<file path="config.mk">
export PLATFORM = sky130hd
export DESIGN_NAME = alu_md_controller_flat
export DESIGN_NICKNAME = d
export VERILOG_FILES = /design/src/rtl/alu_md_if.sv /design/src/rtl/alu_md_controller.sv /design/src/flat_wrapper.sv
export SDC_FILE = /design/constraint.sdc
export NUM_CORES = 1
export LEC_CHECK = 0
export BUFFER_PORTS_ARGS = -buffer_cell sky130_fd_sc_hd__buf_2
export CELL_PAD_IN_SITES_DETAIL_PLACEMENT = 1
export CELL_PAD_IN_SITES_GLOBAL_PLACEMENT = 1
export CORE_ASPECT_RATIO = 0.9
export CORE_MARGIN = 10
export CORE_UTILIZATION = 45
export CTS_BUF_LIST = sky130_fd_sc_hd__clkbuf_16
export DETAILED_ROUTE_END_ITERATION = 8
export HOLD_SLACK_MARGIN = 0.02
export PLACE_DENSITY = 0.86
export REMOVE_ABC_BUFFERS = 1
export SLEW_MARGIN = 20
export SYNTH_ARGS = -nofsm -noshare
export SYNTH_HDL_FRONTEND = slang
export SYNTH_SLANG_ARGS = --single-unit
</file>
<file path="constraint.sdc">
create_clock -name CLK -period 4.2 [get_ports CLK]
set_clock_uncertainty 0.15 [all_clocks]
set_input_delay 0.42 -clock CLK [delete_from_list [all_inputs] [get_ports CLK]]
set_output_delay 0.42 -clock CLK [all_outputs]
set_load 0.02 [all_outputs]
</file>
<file path="src/rtl/alu_md_if.sv">
// Request/result bundle between decode and the ALU/multiply-divide controller.
interface alu_md_if #(parameter int XLEN = 32);
  logic            flush;
  logic            in_valid;
  logic            in_ready;
  logic [3:0]      alu_option;
  logic [2:0]      func_3_bits;
  logic [6:0]      func_7_bits;
  logic [XLEN-1:0] operand_a;
  logic [XLEN-1:0] operand_b;
  logic            out_valid;
  logic            out_ready;
  logic [3:0]      alu_operation;
  logic            md_valid;
  logic [XLEN-1:0] md_result;
  logic            busy;

  modport master (
    output flush, in_valid, alu_option, func_3_bits, func_7_bits,
           operand_a, operand_b, out_ready,
    input  in_ready, out_valid, alu_operation, md_valid, md_result, busy
  );

  modport slave (
    input  flush, in_valid, alu_option, func_3_bits, func_7_bits,
           operand_a, operand_b, out_ready,
    output in_ready, out_valid, alu_operation, md_valid, md_result, busy
  );
endinterface

</file>
<file path="src/rtl/alu_md_controller.sv">
// Registered ALU op decoder with an iterative radix-2 RV32M/RV64M multiply/divide sequencer.
// state | meaning
// IDLE  | decode accepts; non-M ops complete in one edge
// CALC  | one shift-add / restoring-divide step per cycle, XLEN steps
// DONE  | sign fix-up and result load
module alu_md_controller #(
  parameter int XLEN = 32
) (
  input  logic   CLK,
  input  logic   RST_n,
  alu_md_if.slave bus
);
  localparam int CNT_W = $clog2(XLEN) + 1;

  localparam logic [3:0] OP_ADD = 4'b0000, OP_SUB = 4'b0001, OP_AND = 4'b0010,
                         OP_OR  = 4'b0011, OP_XOR = 4'b0100, OP_UHE = 4'b0111,
                         OP_SHE = 4'b1000, OP_ULT = 4'b1001, OP_SLT = 4'b1010,
                         OP_SLL = 4'b1101, OP_SRL = 4'b1110, OP_SRA = 4'b1111;

  typedef enum logic [1:0] {IDLE, CALC, DONE} state_t;
  state_t state_q, state_d;

  logic [CNT_W-1:0]  cnt_q;
  logic [2:0]        f3_q;
  logic              neg_q, neg_r_q, div_zero_q;
  logic [2*XLEN-1:0] acc_q, mcand_q;
  logic [XLEN-1:0]   mplier_q;

  logic            accept, is_m;
  logic [3:0]      dec_op;
  logic            is_div, a_sgn, b_sgn, a_neg, b_neg;
  logic [XLEN-1:0] a_mag, b_mag;
  logic [XLEN:0]   rem_sh, dvs, diff;
  logic [2*XLEN-1:0] prod;
  logic [XLEN-1:0] quot, remv, res_d;

  function automatic logic [3:0] imm_op(input logic [2:0] f3, input logic f7_5);
    case (f3)
      3'b000:  imm_op = OP_ADD;
      3'b001:  imm_op = OP_SLL;
      3'b010:  imm_op = OP_SLT;
      3'b011:  imm_op = OP_ULT;
      3'b100:  imm_op = OP_XOR;
      3'b101:  imm_op = f7_5 ? OP_SRA : OP_SRL;
      3'b110:  imm_op = OP_OR;
      default: imm_op = OP_AND;
    endcase
  endfunction

  always_comb begin
    dec_op = OP_ADD;
    is_m   = 1'b0;
    case (bus.alu_option)
      4'b0010: dec_op = imm_op(bus.func_3_bits, bus.func_7_bits[5]);
      4'b0110: begin
        if (bus.func_7_bits == 7'b0000001) is_m = 1'b1;
        else if (bus.func_3_bits == 3'b000 && bus.func_7_bits[5]) dec_op = OP_SUB;
        else dec_op = imm_op(bus.func_3_bits, bus.func_7_bits[5]);
      end
      4'b1100: begin
        case (bus.func_3_bits)
          3'b000:  dec_op = OP_SUB;
          3'b001:  dec_op = OP_XOR;
          3'b100:  dec_op = OP_SLT;
          3'b101:  dec_op = OP_SHE;
          3'b110:  dec_op = OP_ULT;
          3'b111:  dec_op = OP_UHE;
          default: dec_op = OP_ADD;
        endcase
      end
      default: dec_op = OP_ADD;
    endcase
  end

  assign bus.in_ready = (state_q == IDLE) && (!bus.out_valid || bus.out_ready);
  assign bus.busy     = (state_q != IDLE);
  assign accept       = bus.in_valid && bus.in_ready && !bus.flush;

  // MUL/MULH signed x signed, MULHSU signed x unsigned; DIV/REM signed on both.
  assign is_div = bus.func_3_bits[2];
  assign a_sgn  = is_div ? !bus.func_3_bits[0] : (bus.func_3_bits != 3'b011);
  assign b_sgn  = is_div ? !bus.func_3_bits[0] : !bus.func_3_bits[1];
  assign a_neg  = a_sgn && bus.operand_a[XLEN-1];
  assign b_neg  = b_sgn && bus.operand_b[XLEN-1];
  assign a_mag  = a_neg ? -bus.operand_a : bus.operand_a;
  assign b_mag  = b_neg ? -bus.operand_b : bus.operand_b;

  assign rem_sh = {acc_q[XLEN-1:0], mplier_q[XLEN-1]};
  assign dvs    = {1'b0, mcand_q[XLEN-1:0]};
  assign diff   = rem_sh - dvs;

  // Divide-by-zero remainder falls out naturally: magnitude of dividend re-signed.
  assign prod = neg_q ? -acc_q : acc_q;
  assign quot = div_zero_q ? {XLEN{1'b1}} : (neg_q ? -mplier_q : mplier_q);
  assign remv = neg_r_q ? -acc_q[XLEN-1:0] : acc_q[XLEN-1:0];
  assign res_d = f3_q[2] ? (f3_q[1] ? remv : quot)
                         : ((f3_q == 3'b000) ? prod[XLEN-1:0] : prod[2*XLEN-1:XLEN]);

  always_ff @(posedge CLK or negedge RST_n) begin
    if (!RST_n) state_q <= IDLE;
    else        state_q <= state_d;
  end

  always_comb begin
    state_d = state_q;
    case (state_q)
      IDLE:    if (accept && is_m) state_d = CALC;
      CALC:    if (cnt_q == CNT_W'(XLEN-1)) state_d = DONE;
      DONE:    state_d = IDLE;
      default: state_d = IDLE;
    endcase
    if (bus.flush) state_d = IDLE;
  end

  always_ff @(posedge CLK or negedge RST_n) begin
    if (!RST_n) begin
      bus.out_valid     <= 1'b0;
      bus.md_valid      <= 1'b0;
      bus.md_result     <= '0;
      bus.alu_operation <= OP_ADD;
      cnt_q      <= '0;
      f3_q       <= '0;
      neg_q      <= 1'b0;
      neg_r_q    <= 1'b0;
      div_zero_q <= 1'b0;
      acc_q      <= '0;
      mcand_q    <= '0;
      mplier_q   <= '0;
    end else if (bus.flush) begin
      bus.out_valid <= 1'b0;
      bus.md_valid  <= 1'b0;
    end else begin
      if (bus.out_valid && bus.out_ready) bus.out_valid <= 1'b0;
      if (accept && !is_m) begin
        bus.alu_operation <= dec_op;
        bus.md_valid      <= 1'b0;
        bus.out_valid     <= 1'b1;
      end
      if (accept && is_m) begin
        f3_q       <= bus.func_3_bits;
        cnt_q      <= '0;
        acc_q      <= '0;
        div_zero_q <= is_div && (bus.operand_b == '0);
        neg_r_q    <= a_neg;
        if (is_div) begin
          neg_q    <= (a_neg ^ b_neg) && (bus.operand_b != '0);
          mcand_q  <= {{XLEN{1'b0}}, b_mag};
          mplier_q <= a_mag;
        end else begin
          neg_q    <= a_neg ^ b_neg;
          mcand_q  <= {{XLEN{1'b0}}, a_mag};
          mplier_q <= b_mag;
        end
      end
      if (state_q == CALC) begin
        cnt_q <= cnt_q + 1'b1;
        if (f3_q[2]) begin
          if (rem_sh >= dvs) begin
            acc_q    <= {{(XLEN-1){1'b0}}, diff};
            mplier_q <= {mplier_q[XLEN-2:0], 1'b1};
          end else begin
            acc_q    <= {{(XLEN-1){1'b0}}, rem_sh};
            mplier_q <= {mplier_q[XLEN-2:0], 1'b0};
          end
        end else begin
          if (mplier_q[0]) acc_q <= acc_q + mcand_q;
          mcand_q  <= {mcand_q[2*XLEN-2:0], 1'b0};
          mplier_q <= {1'b0, mplier_q[XLEN-1:1]};
        end
      end
      if (state_q == DONE) begin
        bus.md_result     <= res_d;
        bus.md_valid      <= 1'b1;
        bus.out_valid     <= 1'b1;
        bus.alu_operation <= OP_ADD;
      end
    end
  end
endmodule

</file>
<file path="src/flat_wrapper.sv">
// flat-port wrapper written by rule: the top's interface ports become plain ports
module alu_md_controller_flat 
#(
  parameter int XLEN = 32
)
  (CLK, RST_n, bus_flush, bus_in_valid, bus_alu_option, bus_func_3_bits, bus_func_7_bits, bus_operand_a, bus_operand_b, bus_out_ready, bus_in_ready, bus_out_valid, bus_alu_operation, bus_md_valid, bus_md_result, bus_busy);
  alu_md_if #(.XLEN(XLEN)) bus_i ();
  input  logic CLK;
  input  logic RST_n;
  input wire logic [$bits(bus_i.flush)-1:0] bus_flush;
  input wire logic [$bits(bus_i.in_valid)-1:0] bus_in_valid;
  input wire logic [$bits(bus_i.alu_option)-1:0] bus_alu_option;
  input wire logic [$bits(bus_i.func_3_bits)-1:0] bus_func_3_bits;
  input wire logic [$bits(bus_i.func_7_bits)-1:0] bus_func_7_bits;
  input wire logic [$bits(bus_i.operand_a)-1:0] bus_operand_a;
  input wire logic [$bits(bus_i.operand_b)-1:0] bus_operand_b;
  input wire logic [$bits(bus_i.out_ready)-1:0] bus_out_ready;
  output wire logic [$bits(bus_i.in_ready)-1:0] bus_in_ready;
  output wire logic [$bits(bus_i.out_valid)-1:0] bus_out_valid;
  output wire logic [$bits(bus_i.alu_operation)-1:0] bus_alu_operation;
  output wire logic [$bits(bus_i.md_valid)-1:0] bus_md_valid;
  output wire logic [$bits(bus_i.md_result)-1:0] bus_md_result;
  output wire logic [$bits(bus_i.busy)-1:0] bus_busy;
  assign bus_i.flush = bus_flush;
  assign bus_i.in_valid = bus_in_valid;
  assign bus_i.alu_option = bus_alu_option;
  assign bus_i.func_3_bits = bus_func_3_bits;
  assign bus_i.func_7_bits = bus_func_7_bits;
  assign bus_i.operand_a = bus_operand_a;
  assign bus_i.operand_b = bus_operand_b;
  assign bus_i.out_ready = bus_out_ready;
  assign bus_in_ready = bus_i.in_ready;
  assign bus_out_valid = bus_i.out_valid;
  assign bus_alu_operation = bus_i.alu_operation;
  assign bus_md_valid = bus_i.md_valid;
  assign bus_md_result = bus_i.md_result;
  assign bus_busy = bus_i.busy;
  alu_md_controller #(.XLEN(XLEN)) u_core (.CLK(CLK), .RST_n(RST_n), .bus(bus_i));
endmodule
</file>
### Yosys cells after proc, flatten, opt, wreduce, memory -nomap -nowiden

Index checks and enable logic that the tools add are counted.
Widths: inputs -> output; s select.

| cells by class | value |
|---|---|
| reductions and logical operators | 32 |
| bitwise gates (word level) | 2 |
| add/subtract/negate cells | 8 |
| mux-type cells | 49 |
| eq/ne operators | 17 |
| shift-type cells | 0 |
| $lt $le $gt $ge | 1 |
| $mul | 0 |
| divide/modulo/power cells | 0 |

Operators with widths:

| operator | number |
|---|---|
| $mux 64 | 8 |
| $mux 32 | 13 |
| $neg 32->32 | 4 |
| $add 64x64->64 | 1 |
| $neg 64->64 | 1 |
| $ge 33x32->1 | 1 |
| $mux 33 | 1 |
| $sub 33x32->33 | 1 |
| $logic_not 32->1 | 1 |
| $reduce_bool 32->1 | 1 |
| $pmux 4 s7 | 1 |
| $pmux 4 s6 | 1 |
| $mux 4 | 4 |
| $mux 1 | 14 |
| $eq 3x3->1 const B | 4 |
| $mux 6 | 2 |
| $pmux 4 s3 | 1 |
| $logic_and 1x1->1 | 11 |
| $reduce_and 2->1 | 5 |
| $eq 7x1->1 const B | 1 |
| $add 6x1->6 const B | 1 |
| $eq 3x2->1 const B | 2 |
| $eq 6x5->1 const B | 1 |
| $logic_not 3->1 | 2 |
| other kinds (18) | 27 |

| storage, ports and cells | value |
|---|---|
| logic and storage cells | 122 |
| bits in read-only memories | 0 |
| memories kept | 0 |
| input bits | 83 |
| bits in latches | 0 |
| memory bits (writable) | 0 |
| register bits | 212 |

### Longest topological paths before layout

| logic depth | value |
|---|---|
| depth in word-level cells | 10 |
| gate-level depth with buffers | 15 |
| mapped depth without buffers | 15 |

### Least setup slack after synthesis

No wires, ideal clock.

| timing path | value |
|---|---|
| path kind | reg-to-reg |
| from | register u_core.acc_q[1] |
| to | register u_core.bus.md_result[17] |
| path slack | 0.491 ns |
| cell stages (with the launch flop) | 11 |
| arrival | 3.433 ns |
| buffers on the path | 1 |
| library setup time | 0.126 ns |
| clock period less this slack | 3.709 ns |
| cells stage by stage | dfrtp_1 -> or3_2 -> or4_1 -> or4_4 -> buf_6 -> nand2b_4 -> or4_4 -> o31ai_4 -> xor2_1 -> o21ai_1 -> a221o_1 |

| on the way | value |
|---|---|
| cells in the longest elaborated chain, start to end | 4 |

RTL lines:

| what | line | source |
|---|---|---|
| start, declared | alu_md_controller.sv:26 | `logic [2*XLEN-1:0] acc_q, mcand_q;` |
| start signal, assigned | alu_md_controller.sv:159 | `acc_q <= {{(XLEN-1){1'b0}}, diff};` |
| start signal, assigned | alu_md_controller.sv:162 | `acc_q <= {{(XLEN-1){1'b0}}, rem_sh};` |
| start signal, assigned | alu_md_controller.sv:166 | `if (mplier_q[0]) acc_q <= acc_q + mcand_q;` |
| $neg 64->64 or $neg 32->32 (tied branches) | alu_md_controller.sv:93, alu_md_controller.sv:95 |  |
| $mux 64 or $mux 32 (tied branches) | alu_md_controller.sv:93, alu_md_controller.sv:95 |  |
| $mux 32, on equally long branches | alu_md_controller.sv:97, alu_md_controller.sv:96 |  |
| $mux 32 * | alu_md_controller.sv:96 | `assign res_d = f3_q[2] ? (f3_q[1] ? remv : quot)` |
| end signal, assigned | alu_md_controller.sv:172 | `bus.md_result <= res_d;` |
| end, declared | alu_md_if.sv:27 | `output in_ready, out_valid, alu_operation, md_valid, md_result, busy` |

Every way passes the cells marked *; elsewhere a longest branch is shown, timed or not.
A chain may end at the register's enable or synchronous reset.

### Final worst setup path

| timing path | value |
|---|---|
| from | register u_core.acc_q[6] |
| to | register u_core.acc_q[20] |

| on the way | value |
|---|---|
| cells in the longest elaborated chain, start to end | 4 |

RTL lines:

| what | line | source |
|---|---|---|
| $add 64x64->64 (tied with other cells) | alu_md_controller.sv:166 |  |
| $mux 64 or $mux 33 (tied branches) | alu_md_controller.sv:166, alu_md_controller.sv:158 |  |
| $mux 64 * | alu_md_controller.sv:157 | `if (f3_q[2]) begin` |
| $mux 64 * | alu_md_controller.sv:155 | `if (state_q == CALC) begin` |

Marked as above.

==> results.cfg <==
[status]
status = completed

[timing]
min_period_ns = 4.07
fin_crit_sh_pct = 96.9
setup_viol = 0
hold_viol_final = 0
maxSlewViolCount = 0
worst_pin_slew_ns = 0.974
grt_setup_unrepaired = no
max_freq_mhz = 246
maxSlewHeadroom_pct = 35.0

[clocking]
htreeDepth = 1
cts_buffer_depth = 3
tritoncts = done
root_buffer = clkbuf_16
clk_pin_slew_ns = 0.07
clock-sinks = 212
cts_buffers = 28
clk_latency_ns = 0.58

[pwr]
power_density_mw_per_mm2 = 303
peakVddDrop_mv = 0.233
power.leakage_uw = 0.0102

[min_path]
hp-class = in2reg
hp-start = bus_operand_a[31]

[synthesis]
synth_edf_count = 0
async_flop_share_pct = 100
avgSynthCellArea_um2 = 7.70
synth_seq_area_share_pct = 26.3
synthTopCellsByCount = nand2_1 (374), o21ai_0 (279), a21oi_1 (222)
ys.flop_type = dfrtp_1
synth_most_common_cell = nand2_1
synth_warnings = 0
synth_area_mm2 = 0.0202
synth_top_area_share_pct = 26.3
ys_seq_elements = 212
synth_cell_types = 85
yosysTopAreaCell = dfrtp_1
synth_top_cells_by_area = dfrtp_1 (26%), nand2_1 (7.0%), o21ai_0 (6.9%), ha_1 (6.2%), xor2_1 (5.9%)
synthCells = 2621

[placement]
gp_routability_congestion = 1.01
dp.cells = 3277
dp_hpwl_mm = 64.6
port_buffers = 122

[setup_path]
cp-end-kind = flip-flop
required_ns = 4.49
critical-path-max-stage-delay_ns = 0.60
path_buf_inv = 2
crit_start = u_core.acc_q[6]
cp.arrival_ns = 4.36
r2r_start = u_core.acc_q[6]
worstSetupStartpointType = flip-flop
critical_path_class = reg2reg
cp_slowest_cell = dfrtp_1
path_cells = ha_1, and3_1, nand3_1, o21ai_0, a31oi_1, buf_4, buf_4, or2_2, nand2b_1, nand3_1, nand2_1, xor2_1, a221oi_1, o21ai_0
path_max_fanout = 12
critPathTopFamily = simple AND/OR/NAND/NOR gates

[finish]
drive_gt1_share_pct = 12.5
area_growth_pct = 12.1
utilization_pct = 51.1
layout.nets = 2893
antenna_cells = 0
fillers = 5524
fin_cells = 3327

[route]
viasPerCell = 6.43
routed-via-count = 21400
wl_per_cell_um = 25.2
wl_mm = 83.9
drc = 0
ant_nets = 0
drt-initial-drc-count = 2085
drtPass1Iterations = 6

[floorplanning]
dieArea_mm2 = 0.0537
io_pins = 123
dieHeight_um = 221
rows = 73
start_util_pct = 45.6
core_mm2 = 0.0443
die_width_um = 243

[grt]
grt_pass1_vias = 21800
antenna_found_initial = 3
grt_remaining_overflow = 0
grt_max_degree = 96
track_usage_pct = 29.8
grt_pass1_wl_mm = 129

[flow_run]
maxCapViolCount = 0
[worst reg2reg max path: cells and delay by family, from the launching register on]
| family | cells | cell delay (ns) |
|---|---|---|
| buffers and inverters | 2 | 0.33 |
| adder cells (fa/ha/maj) | 1 | 0.52 |
| flip-flops | 1 | 0.60 |
| XOR/XNOR | 1 | 0.09 |
| AND/OR/NAND/NOR | 6 | 1.14 |
| AO/OA/AOI/OAI | 4 | 1.11 |
[final timing paths]
check | end | slack (ns) | cells after the start
min in group asynchronous | u_core.acc_q[57] | 0.28 | 2
max reg2reg | u_core.acc_q[20] | 0.13 | 14
min | u_core.mcand_q[31] | 0.04 | 3
max | u_core.acc_q[20] | 0.13 | 14
max in group asynchronous | u_core.bus.md_result[22] | 2.55 | 3
min reg2reg | u_core.bus.md_result[7] | 0.33 | 2
[layout make-up]
cell class,instances,area [um2],area share (%)
timing repair buffer,229,1460,6.47
clock buffer,29,726,3.21
inverter,79,297,1.31
clock inverter,20,224,0.990
sequential,212,5310,23.5
multi-input combinational,2158,13900,61.2
tap,600,751,3.32
[cells in the final DEF (no fill, tap or decap), types with 9 or more instances in the layout]
cell type / count
a211oi_1: 14
a21o_1: 63
a21oi_1: 221
a221oi_1: 31
a22oi_1: 39
a31oi_1: 33
and3_1: 9
buf_2: 121
buf_4: 103
clkbuf_16: 29
dfrtp_1: 209
ha_1: 99
inv_1: 82
mux2i_1: 77
nand2_1: 373
nand2b_1: 13
nand3_1: 47
nand4_1: 29
nor2_1: 164
nor2b_1: 12
nor3_1: 32
nor4_1: 21
o211ai_1: 17
o21ai_0: 279
o21bai_1: 31
o22ai_1: 35
o31ai_1: 43
o41ai_1: 16
or2_2: 15
or3_1: 28
or4_1: 16
xnor2_1: 122
xor2_1: 136
[flip-flops by register name, summed over array words and instances (netlist names)]
signal                    cells
u_core.acc_q                 64
u_core.state_q                2
u_core.bus.alu_operation      4
u_core.mcand_q               64
u_core.mplier_q              32
u_core.div_zero_q             1
u_core.f3_q                   3
u_core.cnt_q                  6
u_core.neg_q                  1
u_core.neg_r_q                1
u_core.bus.md_result         32
u_core.bus.out_valid          1
u_core.bus.md_valid           1
[per-layer routing]
metal  routed length, um  track usage, %  up-vias
met5                   0               0        -
met4                3260            10.8        0
met3                6840            6.26      160
met2               37900            47.1      880
met1               36000            39.5    10700
li1                    -               -     9682
[per-stage QoR]
step / total power, uW / worst slack [ns] / hold slack, ns / setup TNS [ns] / area (um2)
floorplan: 3470 / -0.839 / -0.0256 / -23.11 / 19400
global placement: 4160 / -0.0445 / 0.306 / -0.0445 / 21600
detailed placement: 4220 / 0.0132 / 0.326 / 0 / 21600
CTS: 6820 / 0.0431 / 0.0214 / 0 / 22600
global route: 7130 / 0.0102 / 0.0472 / 0 / 22600
finish: 6850 / 0.132 / 0.0380 / 0 / 22600
[cell families after synthesis]
kind of cell | share of synthesized area (%)
compound gates | 27.7
xor+xnor | 11.2
simple gates | 18.7
mux | 4.21
fa+ha+maj | 6.40
flops | 26.3
buf+inv | 5.51
[power breakdown]
part / switching [uW] / total [uW] / internal (uW)
Sequential: 159 / 2290 / 2130
Combinational: 1210 / 1970 / 763
Clock: 1040 / 2580 / 1550
Total: 2410 / 6850 / 4440
[what timing repair did]
item	4_1_cts	5_1_grt
gates resized for setup	1	11
buffers inserted	0	0
endpoints found under the setup margin	1	39
hold buffers	1	0
hold endpoints to repair	92	0
pin swaps	0	1
(Power assumes the default switching activity.)
